==> src/rtl/tl_d_channel_arbiter_if.sv <==
// D-channel bundle between NumIn upstream responders and the merged core-side D channel,
// plus the arbiter's status outputs.
interface tl_d_channel_arbiter_if #(
  parameter int unsigned NumIn = 2
);
  logic [NumIn-1:0]    in_valid;
  logic [NumIn-1:0]    in_ready;
  logic [3*NumIn-1:0]  in_opcode;
  logic [2*NumIn-1:0]  in_param;
  logic [4*NumIn-1:0]  in_size;
  logic [NumIn-1:0]    in_source;
  logic [NumIn-1:0]    in_sink;
  logic [NumIn-1:0]    in_denied;
  logic [NumIn-1:0]    in_corrupt;
  logic [32*NumIn-1:0] in_data;

  logic        d_valid;
  logic        d_ready;
  logic [2:0]  d_opcode;
  logic [1:0]  d_param;
  logic [3:0]  d_size;
  logic        d_source;
  logic        d_sink;
  logic        d_denied;
  logic        d_corrupt;
  logic [31:0] d_data;

  logic        busy;
  logic [1:0]  grant_idx;
  logic        err_size;

  // Responder/core side.
  modport master (
    output in_valid, in_opcode, in_param, in_size, in_source, in_sink, in_denied, in_corrupt,
           in_data, d_ready,
    input  in_ready, d_valid, d_opcode, d_param, d_size, d_source, d_sink, d_denied, d_corrupt,
           d_data, busy, grant_idx, err_size
  );

  // Arbiter side.
  modport slave (
    input  in_valid, in_opcode, in_param, in_size, in_source, in_sink, in_denied, in_corrupt,
           in_data, d_ready,
    output in_ready, d_valid, d_opcode, d_param, d_size, d_source, d_sink, d_denied, d_corrupt,
           d_data, busy, grant_idx, err_size
  );
endinterface

==> src/rtl/tl_d_channel_arbiter.sv <==
// Round-robin merge of NumIn TileLink D channels into one; multi-beat data responses hold
// the grant until their last beat so bursts never interleave. Datapath is pure muxing.
module tl_d_channel_arbiter #(
  parameter int unsigned NumIn     = 2,
  parameter int unsigned MaxLgSize = 6
) (
  input logic                  clock,
  input logic                  reset,
  tl_d_channel_arbiter_if.slave bus
);
  localparam int unsigned CntW = MaxLgSize - 1;

  typedef enum logic [0:0] {StIdle, StBurst} state_e;

  state_e          state_q, state_d;
  logic [1:0]      rr_ptr_q, rr_ptr_d;
  logic [1:0]      grant_q;
  logic [CntW-1:0] beats_left_q, beats_left_d;
  logic            err_q, err_d;
  logic            stall_q, stall_d;

  logic            found, held_valid, fire, oversize, is_data;
  logic [1:0]      winner, grant;
  logic [3:0]      eff_size;
  logic [CntW-1:0] beats;

  function automatic logic [1:0] inc_idx(logic [1:0] x);
    return (32'(x) == NumIn - 1) ? 2'd0 : x + 2'd1;
  endfunction

  // First valid input at or after rr_ptr, wrapping modulo NumIn.
  always_comb begin
    found  = 1'b0;
    winner = '0;
    for (int unsigned off = 0; off < NumIn; off++) begin
      for (int unsigned j = 0; j < NumIn; j++) begin
        if (!found && bus.in_valid[j] && (j == (32'(rr_ptr_q) + off) % NumIn)) begin
          found  = 1'b1;
          winner = 2'(j);
        end
      end
    end
  end

  always_comb begin
    held_valid = 1'b0;
    for (int unsigned j = 0; j < NumIn; j++) begin
      if (grant_q == 2'(j)) held_valid = bus.in_valid[j];
    end
  end

  // A beat stalled by d_ready keeps its grant even if a closer input becomes valid.
  always_comb begin
    if (state_q == StBurst)         grant = grant_q;
    else if (stall_q && held_valid) grant = grant_q;
    else if (found)                 grant = winner;
    else                            grant = grant_q;
  end

  always_comb begin
    bus.d_valid   = 1'b0;
    bus.d_opcode  = '0;
    bus.d_param   = '0;
    bus.d_size    = '0;
    bus.d_source  = 1'b0;
    bus.d_sink    = 1'b0;
    bus.d_denied  = 1'b0;
    bus.d_corrupt = 1'b0;
    bus.d_data    = '0;
    for (int unsigned i = 0; i < NumIn; i++) begin
      if (grant == 2'(i)) begin
        bus.d_valid   = bus.in_valid[i];
        bus.d_opcode  = bus.in_opcode[3*i +: 3];
        bus.d_param   = bus.in_param[2*i +: 2];
        bus.d_size    = bus.in_size[4*i +: 4];
        bus.d_source  = bus.in_source[i];
        bus.d_sink    = bus.in_sink[i];
        bus.d_denied  = bus.in_denied[i];
        bus.d_corrupt = bus.in_corrupt[i];
        bus.d_data    = bus.in_data[32*i +: 32];
      end
    end
    bus.in_ready = '0;
    for (int unsigned i = 0; i < NumIn; i++) begin
      bus.in_ready[i] = bus.d_ready & bus.d_valid & (grant == 2'(i));
    end
  end

  assign fire          = bus.d_valid & bus.d_ready;
  assign is_data       = (bus.d_opcode == 3'd1) || (bus.d_opcode == 3'd5);
  assign oversize      = bus.d_size > 4'(MaxLgSize);
  assign eff_size      = oversize ? 4'(MaxLgSize) : bus.d_size;
  assign beats         = (is_data && eff_size > 4'd2) ? (CntW'(1) << (eff_size - 4'd2)) : CntW'(1);
  assign bus.busy      = (state_q == StBurst);
  assign bus.grant_idx = grant;
  assign bus.err_size  = err_q;

  always_comb begin
    state_d      = state_q;
    rr_ptr_d     = rr_ptr_q;
    beats_left_d = beats_left_q;
    err_d        = err_q;
    stall_d      = (state_q == StIdle) & bus.d_valid & ~bus.d_ready;
    unique case (state_q)
      StIdle: begin
        if (fire) begin
          if (oversize) err_d = 1'b1;
          if (beats == CntW'(1)) begin
            rr_ptr_d = inc_idx(grant);
          end else begin
            state_d      = StBurst;
            beats_left_d = beats - CntW'(1);
          end
        end
      end
      StBurst: begin
        if (fire) begin
          beats_left_d = beats_left_q - CntW'(1);
          if (beats_left_q == CntW'(1)) begin
            state_d  = StIdle;
            rr_ptr_d = inc_idx(grant_q);
          end
        end
      end
      default: state_d = StIdle;
    endcase
  end

  always_ff @(posedge clock) begin
    if (reset) begin
      state_q      <= StIdle;
      rr_ptr_q     <= '0;
      grant_q      <= '0;
      beats_left_q <= '0;
      err_q        <= 1'b0;
      stall_q      <= 1'b0;
    end else begin
      state_q      <= state_d;
      rr_ptr_q     <= rr_ptr_d;
      grant_q      <= grant;
      beats_left_q <= beats_left_d;
      err_q        <= err_d;
      stall_q      <= stall_d;
    end
  end
endmodule

==> src/flat_wrapper.sv <==
// flat-port wrapper written by rule: the top's interface ports become plain ports
module tl_d_channel_arbiter_flat 
#(
  parameter int unsigned NumIn     = 2,
  parameter int unsigned MaxLgSize = 6
)
  (clock, reset, bus_in_valid, bus_in_opcode, bus_in_param, bus_in_size, bus_in_source, bus_in_sink, bus_in_denied, bus_in_corrupt, bus_in_data, bus_d_ready, bus_in_ready, bus_d_valid, bus_d_opcode, bus_d_param, bus_d_size, bus_d_source, bus_d_sink, bus_d_denied, bus_d_corrupt, bus_d_data, bus_busy, bus_grant_idx, bus_err_size);
  tl_d_channel_arbiter_if #(.NumIn(NumIn)) bus_i ();
  input logic clock;
  input logic reset;
  input wire logic [$bits(bus_i.in_valid)-1:0] bus_in_valid;
  input wire logic [$bits(bus_i.in_opcode)-1:0] bus_in_opcode;
  input wire logic [$bits(bus_i.in_param)-1:0] bus_in_param;
  input wire logic [$bits(bus_i.in_size)-1:0] bus_in_size;
  input wire logic [$bits(bus_i.in_source)-1:0] bus_in_source;
  input wire logic [$bits(bus_i.in_sink)-1:0] bus_in_sink;
  input wire logic [$bits(bus_i.in_denied)-1:0] bus_in_denied;
  input wire logic [$bits(bus_i.in_corrupt)-1:0] bus_in_corrupt;
  input wire logic [$bits(bus_i.in_data)-1:0] bus_in_data;
  input wire logic [$bits(bus_i.d_ready)-1:0] bus_d_ready;
  output wire logic [$bits(bus_i.in_ready)-1:0] bus_in_ready;
  output wire logic [$bits(bus_i.d_valid)-1:0] bus_d_valid;
  output wire logic [$bits(bus_i.d_opcode)-1:0] bus_d_opcode;
  output wire logic [$bits(bus_i.d_param)-1:0] bus_d_param;
  output wire logic [$bits(bus_i.d_size)-1:0] bus_d_size;
  output wire logic [$bits(bus_i.d_source)-1:0] bus_d_source;
  output wire logic [$bits(bus_i.d_sink)-1:0] bus_d_sink;
  output wire logic [$bits(bus_i.d_denied)-1:0] bus_d_denied;
  output wire logic [$bits(bus_i.d_corrupt)-1:0] bus_d_corrupt;
  output wire logic [$bits(bus_i.d_data)-1:0] bus_d_data;
  output wire logic [$bits(bus_i.busy)-1:0] bus_busy;
  output wire logic [$bits(bus_i.grant_idx)-1:0] bus_grant_idx;
  output wire logic [$bits(bus_i.err_size)-1:0] bus_err_size;
  assign bus_i.in_valid = bus_in_valid;
  assign bus_i.in_opcode = bus_in_opcode;
  assign bus_i.in_param = bus_in_param;
  assign bus_i.in_size = bus_in_size;
  assign bus_i.in_source = bus_in_source;
  assign bus_i.in_sink = bus_in_sink;
  assign bus_i.in_denied = bus_in_denied;
  assign bus_i.in_corrupt = bus_in_corrupt;
  assign bus_i.in_data = bus_in_data;
  assign bus_i.d_ready = bus_d_ready;
  assign bus_in_ready = bus_i.in_ready;
  assign bus_d_valid = bus_i.d_valid;
  assign bus_d_opcode = bus_i.d_opcode;
  assign bus_d_param = bus_i.d_param;
  assign bus_d_size = bus_i.d_size;
  assign bus_d_source = bus_i.d_source;
  assign bus_d_sink = bus_i.d_sink;
  assign bus_d_denied = bus_i.d_denied;
  assign bus_d_corrupt = bus_i.d_corrupt;
  assign bus_d_data = bus_i.d_data;
  assign bus_busy = bus_i.busy;
  assign bus_grant_idx = bus_i.grant_idx;
  assign bus_err_size = bus_i.err_size;
  tl_d_channel_arbiter #(.NumIn(NumIn), .MaxLgSize(MaxLgSize)) u_core (.clock(clock), .reset(reset), .bus(bus_i));
endmodule
==> config.mk <==
export PLATFORM = sky130hd
export DESIGN_NAME = tl_d_channel_arbiter_flat
export DESIGN_NICKNAME = d
export VERILOG_FILES = /design/src/rtl/tl_d_channel_arbiter_if.sv /design/src/rtl/tl_d_channel_arbiter.sv /design/src/flat_wrapper.sv
export SDC_FILE = /design/constraint.sdc
export NUM_CORES = 1
export LEC_CHECK = 0
export BUFFER_PORTS_ARGS = -buffer_cell sky130_fd_sc_hd__clkbuf_2
export CAP_MARGIN = 20
export CORE_AREA = 2 2 72 74
export CTS_CLUSTER_DIAMETER = 50
export DETAILED_ROUTE_END_ITERATION = 8
export DIE_AREA = 0 0 74 76
export PLACE_DENSITY_LB_ADDON = 0.3
export SLEW_MARGIN = 30
export SYNTH_ARGS = -nofsm -noshare
export SYNTH_HDL_FRONTEND = slang
export SYNTH_SLANG_ARGS = --single-unit
==> constraint.sdc <==
create_clock -name clock -period 6.62 [get_ports clock]
set_clock_uncertainty 0.2 [all_clocks]
set_input_delay 1.324 -clock clock [delete_from_list [all_inputs] [get_ports clock]]
set_output_delay 1.324 -clock clock [all_outputs]
set_load 0.05 [all_outputs]
==> results.json <==
{
  "outcome": "complete, no violations",
  "drive_above_1_share": 0.390,
  "grt_pass1_vias": 2152,
  "yosysTopAreaCellShare": 0.235,
  "postLayoutCellArea_um2": 2460,
  "cp.arrival_ps": 4760,
  "cts_setup_buffers": 0,
  "core_um2": 4910,
  "synthCells": 287,
  "drv_cap": 0,
  "synthTopCellsByCount": "nand2_1, a21oi_1, nor2_1",
  "rsz0062_at_grt": "no",
  "syn_nets": 387,
  "clk_pin_slew_worst_paths_ps": 60,
  "tightestPinTransition_ps": 876,
  "wirelength_mm": 5.75,
  "syn_area_um2": 1660,
  "gp_congestion": 0.895,
  "yosysTopAreaCell": "nand2_1",
  "wire_per_inst_um": 11.7,
  "syn_to_final_growth_pct": 48.2,
  "fillers": 512,
  "cts_tree": "built",
  "place_area_um2": 2410,
  "place_hpwl_mm": 4.51,
  "firstDrtPassIters": 4,
  "final_util": 0.501,
  "htree_levels": 1,
  "die-area_um2": 5620,
  "post-synth-top-count-cell": "nand2_1",
  "critPathMaxFanout": 54,
  "fin_crit_ps": 4800,
  "ant_nets": 0,
  "grt_use_total": 0.197,
  "endpoint_kind": "flop",
  "die_h_um": 76,
  "clkLatencyLatePin_ps": 250,
  "vias": 2406,
  "antenna_found_initial": 0,
  "final_nets": 521,
  "rows": 26,
  "seq_area_um2": 220,
  "cts_resized": 0,
  "required_ps": 6590,
  "maxSlewHeadroom": 0.415,
  "antenna_cells": 0,
  "clkSinkCount": 11,
  "max_freq_ghz": 0.208,
  "hold_class": "reg -> reg",
  "crit_type": "in -> reg",
  "cts_buffers": 3,
  "io-pin-count": 147,
  "power_per_cell_area_nw_per_um2": 255,
  "synthArstFlopShare": 0,
  "ys_warn_count": 0,
  "irDropWorstVdd_uv": 139,
  "start_kind": "input pin",
  "gr-total-overflow": 0,
  "avgSynthCellArea_um2": 5.78,
  "ys_ff_latch": 11,
  "synth_seq_area_share": 0.133,
  "vias_per_cell": 4.91,
  "port_buffers": 146,
  "tns_ps": 0,
  "ctsHoldBuffers": 0,
  "drc_errors": 0,
  "fin_ws_ps": 1820,
  "finalCritPeriodShare": 0.725,
  "synthTopCellsByArea": "nand2_1, a21oi_1, dfxtp_1",
  "drt_iter0_markers": 88,
  "synthFlopType": "dfxtp_1",
  "synth_edf_count": 0,
  "r2r_cells": 15,
  "maxSlewViolCount": 0,
  "hold_viol_final": 0,
  "p_leak_nw": 1.33,
  "synth_cell_types": 47,
  "grt_first_pass_wirelength_mm": 9.30,
  "initial_core_util": 0.338,
  "setup_viol_count_final": 0,
  "grt_max_degree": 55,
  "clk_path_buf_depth": 2,
  "die_x_um": 74,
  "worstHoldPathCells": 1,
  "dpl_worst_slack_ps": 1540,
  "multiInputGateArea_um2": 1320,
  "cts_root_buf": "clkbuf_8"
}
-- layout by cell type (no fill, tap or decap), types with 2 or more instances in the layout --
cell / count
a21boi_0: 2
a21oi_1: 56
a31oi_1: 2
buf_4: 2
clkbuf_2: 146
clkbuf_8: 3
dfxtp_1: 11
ha_1: 5
inv_1: 9
mux2i_1: 2
nand2_1: 104
nand2b_1: 6
nand3_1: 6
nor2_1: 15
nor2b_1: 5
nor3_1: 5
nor4_1: 2
o211ai_2: 2
o21a_1: 2
o21ai_0: 5
o21bai_1: 3
o311a_1: 2
-- through the flow --
stage | power [W] | hold WS, ps | std cells
2_1_floorplan | 0.000449 | 284 | 287
3_3_place_gp | 0.000556 | 249 | 486
3_5_place_dp | 0.000558 | 268 | 486
4_1_cts | 0.000629 | 281 | 490
5_1_grt | 0.000667 | 312 | 490
6_report | 0.000626 | 275 | 490
-- where the power goes --
group / total, W / leakage, nW / switching (W) / internal, W
sequential: 0.0000820 / 0.0899 / 0.00000863 / 0.0000734
clock: 0.0000700 / 0.0255 / 0.0000284 / 0.0000416
combinational: 0.000474 / 1.22 / 0.000349 / 0.000125
-- flip-flops by register name, summed over array words and instances (netlist names) --
name and count:
u_core.bus.err_size 1, u_core.beats_left_q 5, u_core.grant_q 2, u_core.bus.busy 1, u_core.rr_ptr_q 1, u_core.stall_q 1
-- path summary, 6_finish.rpt --
| path | startpoint | endpoint | slack, ps |
|---|---|---|---|
| setup / recovery | bus_in_valid[0] | u_core.beats_left_q[4]$_SDFFE_PP0P_ | 1820 |
| hold / removal | u_core.bus.err_size$_SDFFE_PP0P_ | u_core.bus.err_size$_SDFFE_PP0P_ | 270 |
| setup reg to reg | u_core.bus.busy$_SDFF_PP0_ | u_core.beats_left_q[4]$_SDFFE_PP0P_ | 2350 |
| hold reg to reg | u_core.bus.err_size$_SDFFE_PP0P_ | u_core.bus.err_size$_SDFFE_PP0P_ | 270 |
-- cells by family after synthesis --
| kind of cell | after synthesis | synth area share |
|---|---|---|
| and+or+nand+nor | 150 | 0.381 |
| AOI/OAI and AO/OA | 89 | 0.360 |
| DFF | 11 | 0.133 |
| adders and majority gates | 5 | 0.0377 |
| buffers and inverters | 29 | 0.0709 |
| muxes | 2 | 0.0121 |
| xor gates and xnor gates | 1 | 0.00528 |
-- final cells by class --
cell class / count / area share
multi-input combinational: 247 / 0.537
clock buffer: 3 / 0.0168
inverter: 10 / 0.0153
timing repair buffer: 148 / 0.303
sequential: 11 / 0.0896
tap: 70 / 0.0356
clock inverter: 1 / 0.00204
-- critical path, cell delays in order --
cell	delay, ps
clkbuf_2	110
and3b_1	220
o21bai_2	220
nand2_2	90
inv_2	650
nand2_1	100
nand3_1	150
ha_1	240
nand2b_1	130
o21bai_1	250
inv_1	80
ha_1	230
or4_1	500
a21oi_1	140
o31ai_1	90
a211oi_2	220
-- per-layer routing --
metal / global-route usage / part of all wire / vias to the layer above
met5: 0 / 0 / -
met4: 0.0509 / 0.011 / 0
met3: 0.0212 / 0.062 / 6
met2: 0.354 / 0.51 / 88
met1: 0.244 / 0.42 / 1066
li1: - / - / 1246
No activity file was read; power rests on OpenSTA's default activity.
